--- config.mk ---
export PLATFORM = sky130hd
export DESIGN_NAME = multicycle_control
export DESIGN_NICKNAME = d
export VERILOG_FILES = /design/src/rtl/multicycle_control.sv
export SDC_FILE = /design/constraint.sdc
export NUM_CORES = 1
export LEC_CHECK = 0
export ABC_AREA = 1
export ABC_CLOCK_PERIOD_IN_PS = 4100
export CORE_MARGIN = 3
export CORE_UTILIZATION = 40
export CTS_BUF_LIST = sky130_fd_sc_hd__clkbuf_16
export CTS_CLUSTER_SIZE = 16
export DETAILED_ROUTE_END_ITERATION = 16
export PLACE_DENSITY = 0.66
export SYNTH_ARGS = -nofsm -noshare
export SYNTH_HDL_FRONTEND = slang
export SYNTH_SLANG_ARGS = --single-unit
export TNS_END_PERCENT = 20
--- constraint.sdc ---
create_clock -name clk -period 4.1 [get_ports clk]
set_clock_uncertainty 0.15 [all_clocks]
set_input_delay 0.82 -clock clk [delete_from_list [all_inputs] [get_ports clk]]
set_output_delay 0.82 -clock clk [all_outputs]
set_load 0.05 [all_outputs]
--- src/rtl/multicycle_control.sv ---
// Control sequencer for a multi-cycle MIPS datapath: FETCH/DECODE/EXEC/MEM/WB with a
// memory handshake, a bounded memory wait, illegal-instruction trapping and a retired count.
module multicycle_control #(
  parameter int unsigned TIMEOUT_CYCLES = 16,
  parameter int unsigned CNT_W          = 32
) (
  input  logic             clk,
  input  logic             rst,
  input  logic [5:0]       opcode,
  input  logic [5:0]       funct,
  input  logic             zero,
  input  logic             mem_ready,
  output logic             pc_write,
  output logic             ir_write,
  output logic             mem_read,
  output logic             mem_write,
  output logic             i_or_d,
  output logic             reg_write,
  output logic             reg_dst,
  output logic             mem_to_reg,
  output logic             call,
  output logic             alu_src_a,
  output logic [1:0]       alu_src_b,
  output logic [3:0]       alu_op,
  output logic             ext_op,
  output logic [1:0]       npc_op,
  output logic [2:0]       state,
  output logic             instr_done,
  output logic [1:0]       err_code,
  output logic [CNT_W-1:0] instr_count
);

  localparam int unsigned WAIT_W = (TIMEOUT_CYCLES <= 2) ? 1 : $clog2(TIMEOUT_CYCLES);
  localparam logic [WAIT_W-1:0] WAIT_LAST = WAIT_W'(TIMEOUT_CYCLES - 1);

  localparam logic [1:0] ERR_NONE    = 2'b00;
  localparam logic [1:0] ERR_ILLEGAL = 2'b01;
  localparam logic [1:0] ERR_TIMEOUT = 2'b10;

  localparam logic [3:0] ALU_SHIFT = 4'b0000;
  localparam logic [3:0] ALU_ADD   = 4'b0001;
  localparam logic [3:0] ALU_SUB   = 4'b0010;
  localparam logic [3:0] ALU_AND   = 4'b0011;
  localparam logic [3:0] ALU_OR    = 4'b0100;
  localparam logic [3:0] ALU_SLT   = 4'b0101;
  localparam logic [3:0] ALU_SLTU  = 4'b0110;
  localparam logic [3:0] ALU_LUI   = 4'b1100;
  localparam logic [3:0] ALU_XOR   = 4'b1101;
  localparam logic [3:0] ALU_NOR   = 4'b1110;

  typedef enum logic [2:0] {
    S_FETCH  = 3'd0,
    S_DECODE = 3'd1,
    S_EXEC   = 3'd2,
    S_MEM    = 3'd3,
    S_WB     = 3'd4,
    S_ERR    = 3'd7
  } state_t;

  typedef enum logic [3:0] {
    C_ILL,
    C_RALU,
    C_IALU,
    C_LOAD,
    C_STORE,
    C_BEQ,
    C_BNE,
    C_J,
    C_JAL,
    C_JR,
    C_JALR
  } cls_t;

  state_t            r_state;
  logic [WAIT_W-1:0] r_wait;
  logic [1:0]        r_err;
  logic [CNT_W-1:0]  r_count;

  state_t            w_next;
  logic [1:0]        w_err_next;
  cls_t              w_cls;
  logic [3:0]        w_alu_op;
  logic              w_sext;
  logic              w_wait_last;

  assign state       = r_state;
  assign err_code    = r_err;
  assign instr_count = r_count;
  assign w_wait_last = (r_wait == WAIT_LAST);

  // Instruction class, ALU operation and immediate extension from the IR fields
  always_comb begin
    w_cls    = C_ILL;
    w_alu_op = ALU_SHIFT;
    w_sext   = 1'b0;
    case (opcode)
      6'h00: begin
        w_cls = C_RALU;
        case (funct)
          6'h20, 6'h21: w_alu_op = ALU_ADD;
          6'h22, 6'h23: w_alu_op = ALU_SUB;
          6'h24:        w_alu_op = ALU_AND;
          6'h25:        w_alu_op = ALU_OR;
          6'h26:        w_alu_op = ALU_XOR;
          6'h27:        w_alu_op = ALU_NOR;
          6'h2A:        w_alu_op = ALU_SLT;
          6'h2B:        w_alu_op = ALU_SLTU;
          6'h00, 6'h02, 6'h03,
          6'h04, 6'h06, 6'h07: w_alu_op = ALU_SHIFT;
          6'h08:        w_cls = C_JR;
          6'h09:        w_cls = C_JALR;
          default:      w_cls = C_ILL;
        endcase
      end
      6'h02: w_cls = C_J;
      6'h03: w_cls = C_JAL;
      6'h04: w_cls = C_BEQ;
      6'h05: w_cls = C_BNE;
      6'h08: begin w_cls = C_IALU; w_alu_op = ALU_ADD; w_sext = 1'b1; end
      6'h0A: begin w_cls = C_IALU; w_alu_op = ALU_SLT; w_sext = 1'b1; end
      6'h0C: begin w_cls = C_IALU; w_alu_op = ALU_AND; end
      6'h0D: begin w_cls = C_IALU; w_alu_op = ALU_OR;  end
      6'h0F: begin w_cls = C_IALU; w_alu_op = ALU_LUI; end
      6'h20, 6'h21, 6'h23, 6'h24, 6'h25: w_cls = C_LOAD;
      6'h28, 6'h29, 6'h2B:               w_cls = C_STORE;
      default: w_cls = C_ILL;
    endcase
  end

  // Per-state datapath strobes and next-state selection
  always_comb begin
    pc_write   = 1'b0;
    ir_write   = 1'b0;
    mem_read   = 1'b0;
    mem_write  = 1'b0;
    i_or_d     = 1'b0;
    reg_write  = 1'b0;
    reg_dst    = 1'b0;
    mem_to_reg = 1'b0;
    call       = 1'b0;
    alu_src_a  = 1'b0;
    alu_src_b  = 2'b00;
    alu_op     = 4'b0000;
    ext_op     = 1'b0;
    npc_op     = 2'b00;
    instr_done = 1'b0;
    w_next     = r_state;
    w_err_next = r_err;
    case (r_state)
      S_FETCH: begin
        mem_read  = 1'b1;
        alu_src_b = 2'b01;
        alu_op    = ALU_ADD;
        if (mem_ready) begin
          ir_write = 1'b1;
          pc_write = 1'b1;
          w_next   = S_DECODE;
        end else if (w_wait_last) begin
          w_next     = S_ERR;
          w_err_next = ERR_TIMEOUT;
        end
      end
      S_DECODE: begin
        case (w_cls)
          C_ILL: begin
            w_next     = S_ERR;
            w_err_next = ERR_ILLEGAL;
          end
          C_J, C_JAL: begin
            pc_write   = 1'b1;
            npc_op     = 2'b10;
            reg_write  = (w_cls == C_JAL);
            call       = (w_cls == C_JAL);
            instr_done = 1'b1;
            w_next     = S_FETCH;
          end
          default: w_next = S_EXEC;
        endcase
      end
      S_EXEC: begin
        case (w_cls)
          C_RALU: begin
            alu_src_a = 1'b1;
            alu_op    = w_alu_op;
            w_next    = S_WB;
          end
          C_IALU: begin
            alu_src_a = 1'b1;
            alu_src_b = 2'b10;
            alu_op    = w_alu_op;
            ext_op    = w_sext;
            w_next    = S_WB;
          end
          C_LOAD, C_STORE: begin
            alu_src_a = 1'b1;
            alu_src_b = 2'b10;
            alu_op    = ALU_ADD;
            ext_op    = 1'b1;
            w_next    = S_MEM;
          end
          C_BEQ, C_BNE: begin
            alu_src_a  = 1'b1;
            alu_op     = ALU_SUB;
            npc_op     = 2'b01;
            pc_write   = (w_cls == C_BEQ) ? zero : ~zero;
            instr_done = 1'b1;
            w_next     = S_FETCH;
          end
          C_JR, C_JALR: begin
            pc_write   = 1'b1;
            npc_op     = 2'b11;
            reg_write  = (w_cls == C_JALR);
            call       = (w_cls == C_JALR);
            reg_dst    = (w_cls == C_JALR);
            instr_done = 1'b1;
            w_next     = S_FETCH;
          end
          default: begin
            w_next     = S_ERR;
            w_err_next = ERR_ILLEGAL;
          end
        endcase
      end
      S_MEM: begin
        i_or_d    = 1'b1;
        mem_read  = (w_cls == C_LOAD);
        mem_write = (w_cls == C_STORE);
        if (mem_ready) begin
          if (w_cls == C_STORE) begin
            instr_done = 1'b1;
            w_next     = S_FETCH;
          end else begin
            w_next = S_WB;
          end
        end else if (w_wait_last) begin
          w_next     = S_ERR;
          w_err_next = ERR_TIMEOUT;
        end
      end
      S_WB: begin
        reg_write  = 1'b1;
        mem_to_reg = (w_cls == C_LOAD);
        reg_dst    = (w_cls == C_RALU);
        instr_done = 1'b1;
        w_next     = S_FETCH;
      end
      S_ERR: w_next = S_ERR;
      default: w_next = S_ERR;
    endcase
  end

  // State, wait counter, sticky error and retired-instruction counter
  always_ff @(posedge clk) begin
    if (rst) begin
      r_state <= S_FETCH;
      r_wait  <= '0;
      r_err   <= ERR_NONE;
      r_count <= '0;
    end else begin
      r_state <= w_next;
      r_err   <= w_err_next;
      if (w_next != r_state) begin
        r_wait <= '0;
      end else if (r_state == S_FETCH || r_state == S_MEM) begin
        r_wait <= r_wait + WAIT_W'(1);
      end
      if (instr_done) begin
        r_count <= r_count + CNT_W'(1);
      end
    end
  end

endmodule

==> results.yml <==
synthesis:
  synth_area_leaders: "dfxtp_1 26%, nand2_1 13%, inv_1 9.9%, nor2_1 8.0%, nand3_1 5.5%"
  ys_warn_count: 0
  synth.largest_area_cell: "dfxtp_1"
  ys.flop_type: "dfxtp_1"
  synth_area_per_cell_sq_um: 6.19
  seq_area_frac_synth: 0.265
  synthArstFlopShare: 0
  syn_inst: 501
  mappedNetlistArea_sq_um: 3100
  synth_nets: 519
  ys_ff_latch: 41
  synth_edf_count: 0
  synth_top_area_share: 0.265
  synthDistinctLibCells: 38
die:
  initial_core_util: 0.421
  ios: 73
  core_sq_um: 7370
  die_w_um: 94.0
  num_rows: 31
  fp.dieArea_sq_um: 8840
  fp.dieH_um: 94.0
grt:
  grt_busiest_layer: "met1"
  use_met2: 0.308
  grt_max_degree: 29
  grt-ovfl-total: 0
  grt_util_met3: 0.0313
  grt_pass1_vias: 3148
  grt_pass1_wl_um: 15000
  grt_use_total: 0.208
  use_met1: 0.319
  antenna_found_initial: 0
drt:
  drt_first_pass_iters: 5
  routedWlPerCell_um: 13.3
  drc: 0
  drt-vias-per-instance: 5.20
  routed_wirelength_um: 9010
  antenna_left: 0
  via_count: 3519
  drt_iter0_markers: 286
run_status:
  status: "finished, final reports clean"
pwr:
  peakVddDrop_v: 0.000509
  powerDensity_nw_per_um2: 435
  leakagePower_uw: 0.00172
worst_setup_path:
  crit_type: "primary input to primary output"
  r2r_slack_ns: 1.49
  worstPathRequired_ns: 3.13
  end_kind: "primary output"
  arrival_ns: 2.91
  timing.rr.start: "state[0]"
  path_max_fanout: 5
  r2r_end: "instr_count[31]"
  r2r_cells: 10
  startpoint_type: "primary input"
hold_path:
  hold_path_end: "instr_count[31]"
  hold_path_depth: 2
  worstHoldStart: "instr_count[31]"
  hold_path.class: "register to register"
clock_tree:
  clk_pin_slew_ns: 0.06
  cts-hold-fix-buffers: 0
  clockRootBuffer: "clkbuf_16"
  cts_resized: 0
  clockBufferDepth: 2
  worstSkewPairLatency_ns: 0.28
  cts_tree: "built"
  cts-buffers-inserted: 5
  htreeDepth: 2
  clock-sinks: 41
  post_cts_buffers: 0
finish:
  drive_gt1_frac: 0.123
  fillers: 711
  syn2layout_area_growth_pct: 35.1
  ff_latch_area_sq_um: 821
  multiInputGateArea_sq_um: 1890
  diodes: 0
  nNetsFinal: 596
placement:
  dpl.hpwl_um: 7240
  portBuffers: 72
  globalplace.congestion: 0.978
sta:
  finalCritPeriodShare: 0.946
  finalMaxSlewViolations: 0
  period_minus_slack_ns: 3.88
  setup_violations: 0
  worst_pin_slew_ns: 0.661
  rsz0062_at_grt: "false"
  max_freq_ghz: 0.258
  hold_ws_ns: 0.314
  hold_viol: 0
  setup-tns-final_ns: 0
  maxSlewHeadroom: 0.556
run:
  cap_violations: 0
==> critical path, stage by stage <==
cell,delay [ns]
clkdlybuf4s50_1,0.55
nor2_1,0.10
buf_4,0.16
nand3_2,0.12
nand3_1,0.13
nor2_1,0.15
nand2_1,0.10
nand2_2,0.10
nand2_1,0.08
nand2_1,0.09
o21ai_1,0.09
a211o_1,0.27
buf_12,0.16
==> how the worst max path moves through the flow <==
| stage | from | endpoint | slack, ns | cells past startpoint |
|---|---|---|---|---|
| after floorplan | state[0] | mem_read | 0.17 | 4 |
| after global placement | opcode[1] | pc_write | 0.23 | 12 |
| after detailed placement | opcode[1] | pc_write | 0.19 | 12 |
| after CTS | opcode[1] | pc_write | 0.19 | 12 |
| after global routing | opcode[3] | pc_write | 0.01 | 14 |
| final | opcode[3] | pc_write | 0.22 | 13 |
==> report_power, final <==
group          internal [uW]  switching [uW]  leakage (uW)
logic                    339             661       0.00132
registers                430            34.0      0.000331
clock network            218             144     0.0000685
==> per-stage QoR <==
stage | cells | power (uW) | setup WS [ns] | cell area [sq um] | util
floorplan | 501 | 1150 | 0.171 | 3110 | -
global placement | 670 | 1460 | 0.235 | 4050 | 0.550
detailed placement | 670 | 1460 | 0.194 | 4050 | 0.550
CTS | 677 | 1830 | 0.190 | 4190 | 0.568
global route | 677 | 1930 | 0.0139 | 4190 | 0.569
finish | 677 | 1820 | 0.220 | 4190 | 0.569
==> state kept, by name, indices dropped and copies added, names as in the netlist <==
register,count
instr_count,32
state,3
r_wait,4
err_code,2
==> cell usage after synthesis (2+ instances only) <==
master / count
a211oi_1: 2
a21oi_1: 28
a31oi_1: 3
buf_6: 5
clkbuf_1: 3
dfxtp_1: 41
ha_1: 2
inv_1: 82
inv_2: 5
mux2i_1: 2
nand2_1: 108
nand2_2: 3
nand3_1: 34
nand3_2: 11
nand4_1: 17
nor2_1: 66
nor2_2: 9
nor2_4: 3
nor3_1: 26
nor3_2: 4
nor4_1: 4
nor4_2: 2
o21ai_0: 12
o21ai_1: 5
o21ai_2: 2
o41ai_1: 2
xnor2_1: 7
xor2_1: 3
==> kinds of logic (layout without fill, tap and decap cells) <==
group	Yosys count	count (layout)	synth area share
multiplexers	2	2	0.00646
AO/OA/AOI/OAI	60	60	0.111
buffers and inverters	96	173	0.130
adder cells (fa/ha/maj)	2	2	0.00807
flip-flops	41	41	0.265
AND/OR/NAND/NOR	290	290	0.452
XOR/XNOR	10	10	0.0283
==> cell usage in the layout (no fill, tap or decap), types with 3 or more instances in the layout <==
cell type	n
a21oi_1	28
a31oi_1	3
buf_12	13
buf_4	10
clkbuf_16	5
clkdlybuf4s50_1	55
dfxtp_1	41
inv_1	83
inv_2	5
nand2_1	107
nand2_2	4
nand3_1	34
nand3_2	11
nand4_1	17
nor2_1	66
nor2_2	9
nor2_4	3
nor3_1	26
nor3_2	4
nor4_1	4
o21ai_0	12
o21ai_1	5
xnor2_1	7
xor2_1	3
==> per-layer routing <==
metal	routed length (um)	share of wire
met4	68	0.0075
met1	4420	0.49
met3	556	0.062
met2	3960	0.44
met5	0	0
==> area by class of cell <==
type | instances | share of cell area
multi-input combinational | 364 | 0.451
timing repair buffer | 79 | 0.214
sequential | 41 | 0.196
inverter | 87 | 0.0779
clock buffer | 5 | 0.0299
tap | 99 | 0.0296
clock inverter | 2 | 0.00179
No activity file was read; power rests on OpenSTA's default activity.
